### src/rtl/pipe_ctrl.sv
// Pipeline sequencer: merges stage stall requests, EX branches and traps into stall/flush vectors.
// Optional build macro PIPE_CTRL_PERF_EN adds stall_cycles_o, a count of cycles with PC stalled.
module pipe_ctrl #(
    parameter int unsigned DRAIN_CYCLES = 2,
    parameter int unsigned PC_W         = 32
) (
    input  logic            clk,
    input  logic            rst,
    input  logic            stallreq_if_i,
    input  logic            stallreq_id_i,
    input  logic            stallreq_ex_i,
    input  logic            stallreq_mem_i,
    input  logic            ex_branch_flag_i,
    input  logic            trap_req_i,
    input  logic [PC_W-1:0] trap_pc_i,
    output logic [5:0]      stalled_o,
    output logic [5:0]      flush_o,
    output logic            redirect_valid_o,
    output logic [PC_W-1:0] redirect_pc_o,
    output logic            trap_busy_o
`ifdef PIPE_CTRL_PERF_EN
    ,
    output logic [31:0]     stall_cycles_o
`endif
);

    typedef enum logic [1:0] {
        StRun   = 2'b00,
        StDrain = 2'b01,
        StFlush = 2'b10
    } state_e;

    state_e          r_state;
    state_e          w_state_next;
    logic [3:0]      r_drain_cnt;
    logic [3:0]      w_drain_cnt_next;
    logic [3:0]      w_drain_cnt_dec;
    logic [PC_W-1:0] r_trap_pc;
    logic [PC_W-1:0] w_trap_pc_next;
    logic            r_redirect_valid;
    logic [PC_W-1:0] r_redirect_pc;
    logic [5:0]      w_stall_vec;
    logic [5:0]      w_stalled;
    logic [5:0]      w_flush;

    // Highest-priority stalling stage also stops every stage upstream of it.
    always_comb begin
        w_stall_vec = 6'b000000;
        if (stallreq_mem_i) begin
            w_stall_vec = 6'b011111;
        end else if (stallreq_ex_i) begin
            w_stall_vec = 6'b001111;
        end else if (stallreq_id_i) begin
            w_stall_vec = 6'b000111;
        end else if (stallreq_if_i) begin
            w_stall_vec = 6'b000011;
        end
    end

    assign w_drain_cnt_dec = (r_drain_cnt != 4'd0) ? (r_drain_cnt - 4'd1) : 4'd0;

    always_comb begin
        w_state_next     = r_state;
        w_drain_cnt_next = r_drain_cnt;
        w_trap_pc_next   = r_trap_pc;
        w_stalled        = 6'b000000;
        w_flush          = 6'b000000;
        case (r_state)
            StRun: begin
                if (trap_req_i) begin
                    w_state_next     = StDrain;
                    w_drain_cnt_next = 4'(DRAIN_CYCLES);
                    w_trap_pc_next   = trap_pc_i;
                    w_stalled        = 6'b000011;
                end else if (ex_branch_flag_i && !stallreq_ex_i && !stallreq_mem_i) begin
                    w_flush = 6'b000110;
                end else begin
                    w_stalled = w_stall_vec;
                end
            end
            StDrain: begin
                w_stalled        = stallreq_mem_i ? 6'b011111 : 6'b000111;
                w_drain_cnt_next = w_drain_cnt_dec;
                // Leave on the cycle the count hits zero: DRAIN lasts DRAIN_CYCLES when mem is idle.
                if ((w_drain_cnt_dec == 4'd0) && !stallreq_mem_i) begin
                    w_state_next = StFlush;
                end
            end
            StFlush: begin
                w_flush      = 6'b111111;
                w_state_next = StRun;
            end
            default: begin
                w_state_next = StRun;
            end
        endcase
    end

    always_ff @(posedge clk or negedge rst) begin
        if (!rst) begin
            r_state          <= StRun;
            r_drain_cnt      <= 4'd0;
            r_trap_pc        <= '0;
            r_redirect_valid <= 1'b0;
            r_redirect_pc    <= '0;
        end else begin
            r_state          <= w_state_next;
            r_drain_cnt      <= w_drain_cnt_next;
            r_trap_pc        <= w_trap_pc_next;
            r_redirect_valid <= (r_state == StFlush);
            if (r_state == StFlush) begin
                r_redirect_pc <= r_trap_pc;
            end
        end
    end

    // Vectors are forced low while reset is held, independent of the inputs.
    assign stalled_o        = rst ? w_stalled : 6'b000000;
    assign flush_o          = rst ? w_flush : 6'b000000;
    assign redirect_valid_o = r_redirect_valid;
    assign redirect_pc_o    = r_redirect_pc;
    assign trap_busy_o      = (r_state != StRun);

`ifdef PIPE_CTRL_PERF_EN
    logic [31:0] r_stall_cycles;

    always_ff @(posedge clk or negedge rst) begin
        if (!rst) begin
            r_stall_cycles <= 32'd0;
        end else if (w_stalled[0]) begin
            r_stall_cycles <= r_stall_cycles + 32'd1;
        end
    end

    assign stall_cycles_o = r_stall_cycles;
`endif

endmodule
### config.mk
export PLATFORM = sky130hd
export DESIGN_NAME = pipe_ctrl
export DESIGN_NICKNAME = d
export VERILOG_FILES = /design/src/rtl/pipe_ctrl.sv
export SDC_FILE = /design/constraint.sdc
export NUM_CORES = 1
export LEC_CHECK = 0
export ABC_AREA = 0
export BUFFER_PORTS_ARGS = -buffer_cell sky130_fd_sc_hd__buf_2
export CAP_MARGIN = 20
export CORE_UTILIZATION = 46
export DETAILED_ROUTE_END_ITERATION = 10
export PLACE_DENSITY = 0.72
export SYNTH_ARGS = -nofsm -noshare
export SYNTH_HDL_FRONTEND = slang
export SYNTH_SLANG_ARGS = --single-unit
### constraint.sdc
create_clock -name clk -period 1.5 [get_ports clk]
set_input_delay 0.075 -clock clk [delete_from_list [all_inputs] [get_ports clk]]
set_output_delay 0.075 -clock clk [all_outputs]
set_load 0.01 [all_outputs]
== Word level (Yosys, flattened, before mapping) ==
Cells that the tools add are included.

* Register bits: 71
* Bits in latches: 0
* Memory bits (writable): 0
* Memory bits (read-only): 0
* Input bits: 40
* Output and inout bits: 46
* Logic and storage cells: 42
* Memories kept: 0

* $add $sub $neg: 1
* Multipliers: 0
* Div/mod/pow operators: 0
* $lt $le $gt $ge: 0
* Eq/ne operators: 4
* Shifts and indexed selects: 0
* Mux-type cells: 19
* Bitwise logic cells: 0
* Reductions and logical operators: 13

{| class="wikitable"
|+ Operators by type and width
! kind !! number
|-
| $mux W6 || 5
|-
| $pmux W6 S2 || 2
|-
| $mux W4 || 3
|-
| $mux W3 || 3
|-
| $pmux W4 S2 || 1
|-
| $mux W2 || 3
|-
| $reduce_and A2 Y1 || 3
|-
| $mux W5 || 1
|-
| $logic_not A4 Y1 || 1
|-
| $ne A2 B2 Y1 const B || 2
|-
| $pmux W2 S2 || 1
|-
| $reduce_bool A2 Y1 || 2
|-
| $reduce_bool A4 Y1 || 1
|-
| $sub A4 B1 Y4 const B || 1
|-
| $logic_and A1 B1 Y1 || 3
|-
| $eq A2 B1 Y1 const B || 1
|-
| $eq A2 B2 Y1 const B || 1
|-
| $logic_not A1 Y1 || 2
|-
| $logic_not A2 Y1 || 1
|}

== Logic depth before layout (Yosys ltp) ==
* Depth in word-level cells: 8
* Mapped depth: 7
* Gate-level depth less buffers: 3

== Worst setup path after synthesis ==
Ideal clock, no wire load.

* Path type: register -> register
* From: reg r_state[0]
* To: reg r_trap_pc[10]
* Setup time: 0.125 ns
* Data arrival time: 1.367 ns
* Required time: 1.375 ns
* Slack: 0.008 ns
* Stages on the path, launching flop included: 5
* Buffers on the path: 2
* Period minus slack after synthesis: 1.492 ns
* Cell sequence: dfrtp_1 -> buf_2 -> nor3b_4 -> buf_6 -> mux2_2

* Cells in the longest elaborated chain, start to end: 2

{| class="wikitable"
|+ Ends and longest elaborated chain
! item !! RTL line !! RTL
|-
| start: declaration || 33 || <nowiki>state_e r_state;</nowiki>
|-
| start signal: assignment || 101 || <nowiki>r_state <= StRun;</nowiki>
|-
| start signal: assignment || 107 || <nowiki>r_state <= w_state_next;</nowiki>
|-
| $logic_not A2 Y1 || 68 || <nowiki>case (r_state)</nowiki>
|-
| $reduce_and A2 Y1 (no source line) || -- ||
|-
| end signal: assignment || 109 || <nowiki>r_trap_pc <= w_trap_pc_next;</nowiki>
|-
| end: declaration || 38 || <nowiki>logic [PC_W-1:0] r_trap_pc;</nowiki>
|}

Every way passes these cells.
A chain may end at the register's enable or synchronous reset.

== Final worst setup path ==
* From: reg r_state[0]
* To: reg r_trap_pc[15]

The elaborated chain is that of the path after synthesis.

==> reports/summary.txt <==
syn nets: 229
Crit path depth: 5
Final setup viols: 34
number of enable flip-flop cells after synthesis: 0
Avg Inst Size Synth: 15.13 µm²
HPWL after detailed placement: 3545 µm
R2R Path End: r_trap_pc[15]
total power: 8.600 mW
worst-case reg-to-reg path depth: 5
min-delay worst type: in2reg
CP max stage delay: 430 ps
total number of vias: 1986
pins over their slew limit: 0
Final period util: 103.1%
final worst-path setup slack: -46.28 ps
ANT nets after route: 0
CTS Buf Count: 9
failing checks: setup timing
Synth Flop Type: dfrtp_1
Setup Crit Path Kind: reg2reg
drc violations: 0
worst-case clock buffer depth: 2
leak pwr: 2.031 nW
Synth area leaders: dfrtp_1 62%, mux2_2 25%, buf_4 2.4%
aggregate routed wire length: 6423 µm
post-synthesis sequential area ratio: 62.14%
Buf/Inv on CP: 3
Max VDD drop: 1.008 mV
Core Area: 5956 µm²
Area Growth Syn to Fin: 48.67%
run status: complete, but fails checks
RR Startpoint: r_state[0]
TNS Setup: -1074 ps
Synth top area share: 62.14%
CTS tree: built
First DRT Iteration DRCs: 69
fraction of layout cells with a size suffix above 1: 57.93%
power per cell area: 2023 nW/µm²
clk_lat worst skew: 340 ps
Achievable Freq: 646.7 MHz
Diodes inserted: 0
Critical Path, Cell by Cell: buf_4 > nor3b_4 > buf_6 > buf_12 > mux2_4
worst rel slew slack: 51.99%
post-synthesis cell area: 2859 µm²
ys async rst share: 100.0%
Row Count: 28
die footprint: 6534 µm²
largest family of logic cells by synthesized area: multiplexers
RSZ-0062 raised after global routing: true
worst slew pin tran: 720.2 ps
root buffer cell: clkbuf_8
chip width: 80.84 µm
Worst Setup Start Kind: flop
vias in the first global route: 1914
H-tree depth: 3
post-synthesis mux area share: 25.21%
Port Buffers: 84
drt wl/cell: 15.94 µm
delay-heaviest family, CP: buffers and inverters
adder-cell share of the synthesized area: 0%
Post-synth top cells: 71 x dfrtp_1, 64 x mux2_2, 9 x buf_4
CP max FO: 8
via/cell ratio: 4.928
Synth cell types: 25
Post-Synth Simple-Gate Area: 5.033%
Hold Fails Final Rpt: 0
largest net degree at the start of global routing: 59
XOR/XNOR Fraction of Synth Area: 0%
Critical Path End: r_trap_pc[15]
drt pass-1 iters: 5
crit end category: flop
Critical Path Start: r_state[0]
global route overflow: 0
Tmin final: 1546 ps
largest area contributor in the synthesized netlist: dfrtp_1
Worst-path clk slew: 70 ps
max_cap viols: 0
synthesized flop and latch total: 71
Die H: 80.84 µm
CP Data Required Time: 1720 ps
Max Clock Skew: 6.811 ps
nets@finish: 363
TritonCTS Sinks: 71
Slowest cell on crit path: dfrtp_2
Starting Density: 48.00%
# IOs: 86
Syn Inst Count: 189
Crit path arrival time: 1760 ps
flop2flop setup slack: -50 ps
antenna violations before repair: 0
Final Wtd Congestion: 0.7751
cell with the most instances after synthesis: dfrtp_1
Compound-Gate Fraction of Synth Area: 3.020%
Ys Warns: 0
first-pass GRT wire length: 8949 µm
Tot GR Track Use: 18.79%
flip-flops by register name, summed over array words and instances, names as in the netlist:
name / flops
redirect_pc_o: 32
r_trap_pc: 32
r_state: 2
r_drain_cnt: 4
redirect_valid_o: 1
final cells by class:
cell class,instances,area (µm²)
multi-input cells,100,1086
inverters,3,13.76
well taps,75,93.84
fillers,426,1705
clock inverters,3,90.09
clock buffers,13,148.9
repair buffers,138,1039
flip-flops and latches,71,1779
power by group:
| group | switching [mW] | total [mW] | internal, mW |
|---|---|---|---|
| clock network | 0.663 | 1.82 | 1.15 |
| registers | 0.523 | 3.38 | 2.86 |
| logic | 1.31 | 3.40 | 2.10 |
| total | 2.49 | 8.60 | 6.11 |
cells by family (layout without fill, tap and decap cells):
group,after synthesis,count (layout)
AND/OR/NAND/NOR,21,21
buffers and inverters,18,157
other,1,1
AO/OA/AOI/OAI,14,14
multiplexers,64,64
flip-flops,71,71
worst min path at each step:
stage | startpoint | slack [ps] | to | cells past startpoint
floorplan | rst | -220 | r_drain_cnt[0] | 0
global placement | rst | -50 | redirect_pc_o[30] | 1
detailed placement | rst | -50 | redirect_pc_o[30] | 1
CTS | stallreq_mem_i | 110 | r_state[1] | 3
global route | trap_req_i | 130 | r_state[0] | 3
finish | stallreq_mem_i | 140 | r_state[1] | 3
placed cells by master (no fill, tap or decap), types with 2 or more instances in the layout:
master	count
clkbuf_1	3
buf_2	82
a211oi_1	2
dfrtp_2	2
nand2b_1	3
mux2_2	39
nor2b_1	4
dlygate4sd3_1	34
o21ai_0	4
buf_6	8
nor2_1	2
clkbuf_16	2
inv_1	2
dfrtp_1	69
buf_12	4
mux2_4	25
buf_4	7
a21oi_1	3
bufinv_16	3
nor3_1	3
clkbuf_8	10
repair_timing:
action                                  4_1_cts  5_1_grt
hold endpoints to repair                     45        0
pin swaps                                     3        3
hold buffers                                 34        0
gates cloned                                  0        3
endpoints found under the setup margin       10       53
resized for setup                             9       37
buffers inserted                              5        4
stage by stage:
stage	instances	hold slack [ps]	instance area, µm²	utilization (%)	setup slack (ps)
after floorplan	189	-220.6	2859	-	8.476
after global placement	341	-52.36	3364	56.49	76.54
after detailed placement	341	-52.68	3364	56.49	5.364
after CTS	396	110.8	4015	67.42	-88.07
after global routing	403	133.2	4250	71.37	-112.3
final	403	135.2	4250	71.37	-46.28
worst register-to-register path: cells and delay by family, from the launching register on:
family | cells | cell delay (ps)
flops | 1 | 430
buf+inv | 3 | 470
mux | 1 | 300
simple gates | 1 | 230
routing by layer:
metal | share of wire (%) | track usage (%)
met5 | 0 | 0
met4 | 1.3 | 7.857
met3 | 4.1 | 6.742
met2 | 51 | 30.34
met1 | 44 | 22.76
(Power assumes the default switching activity.)
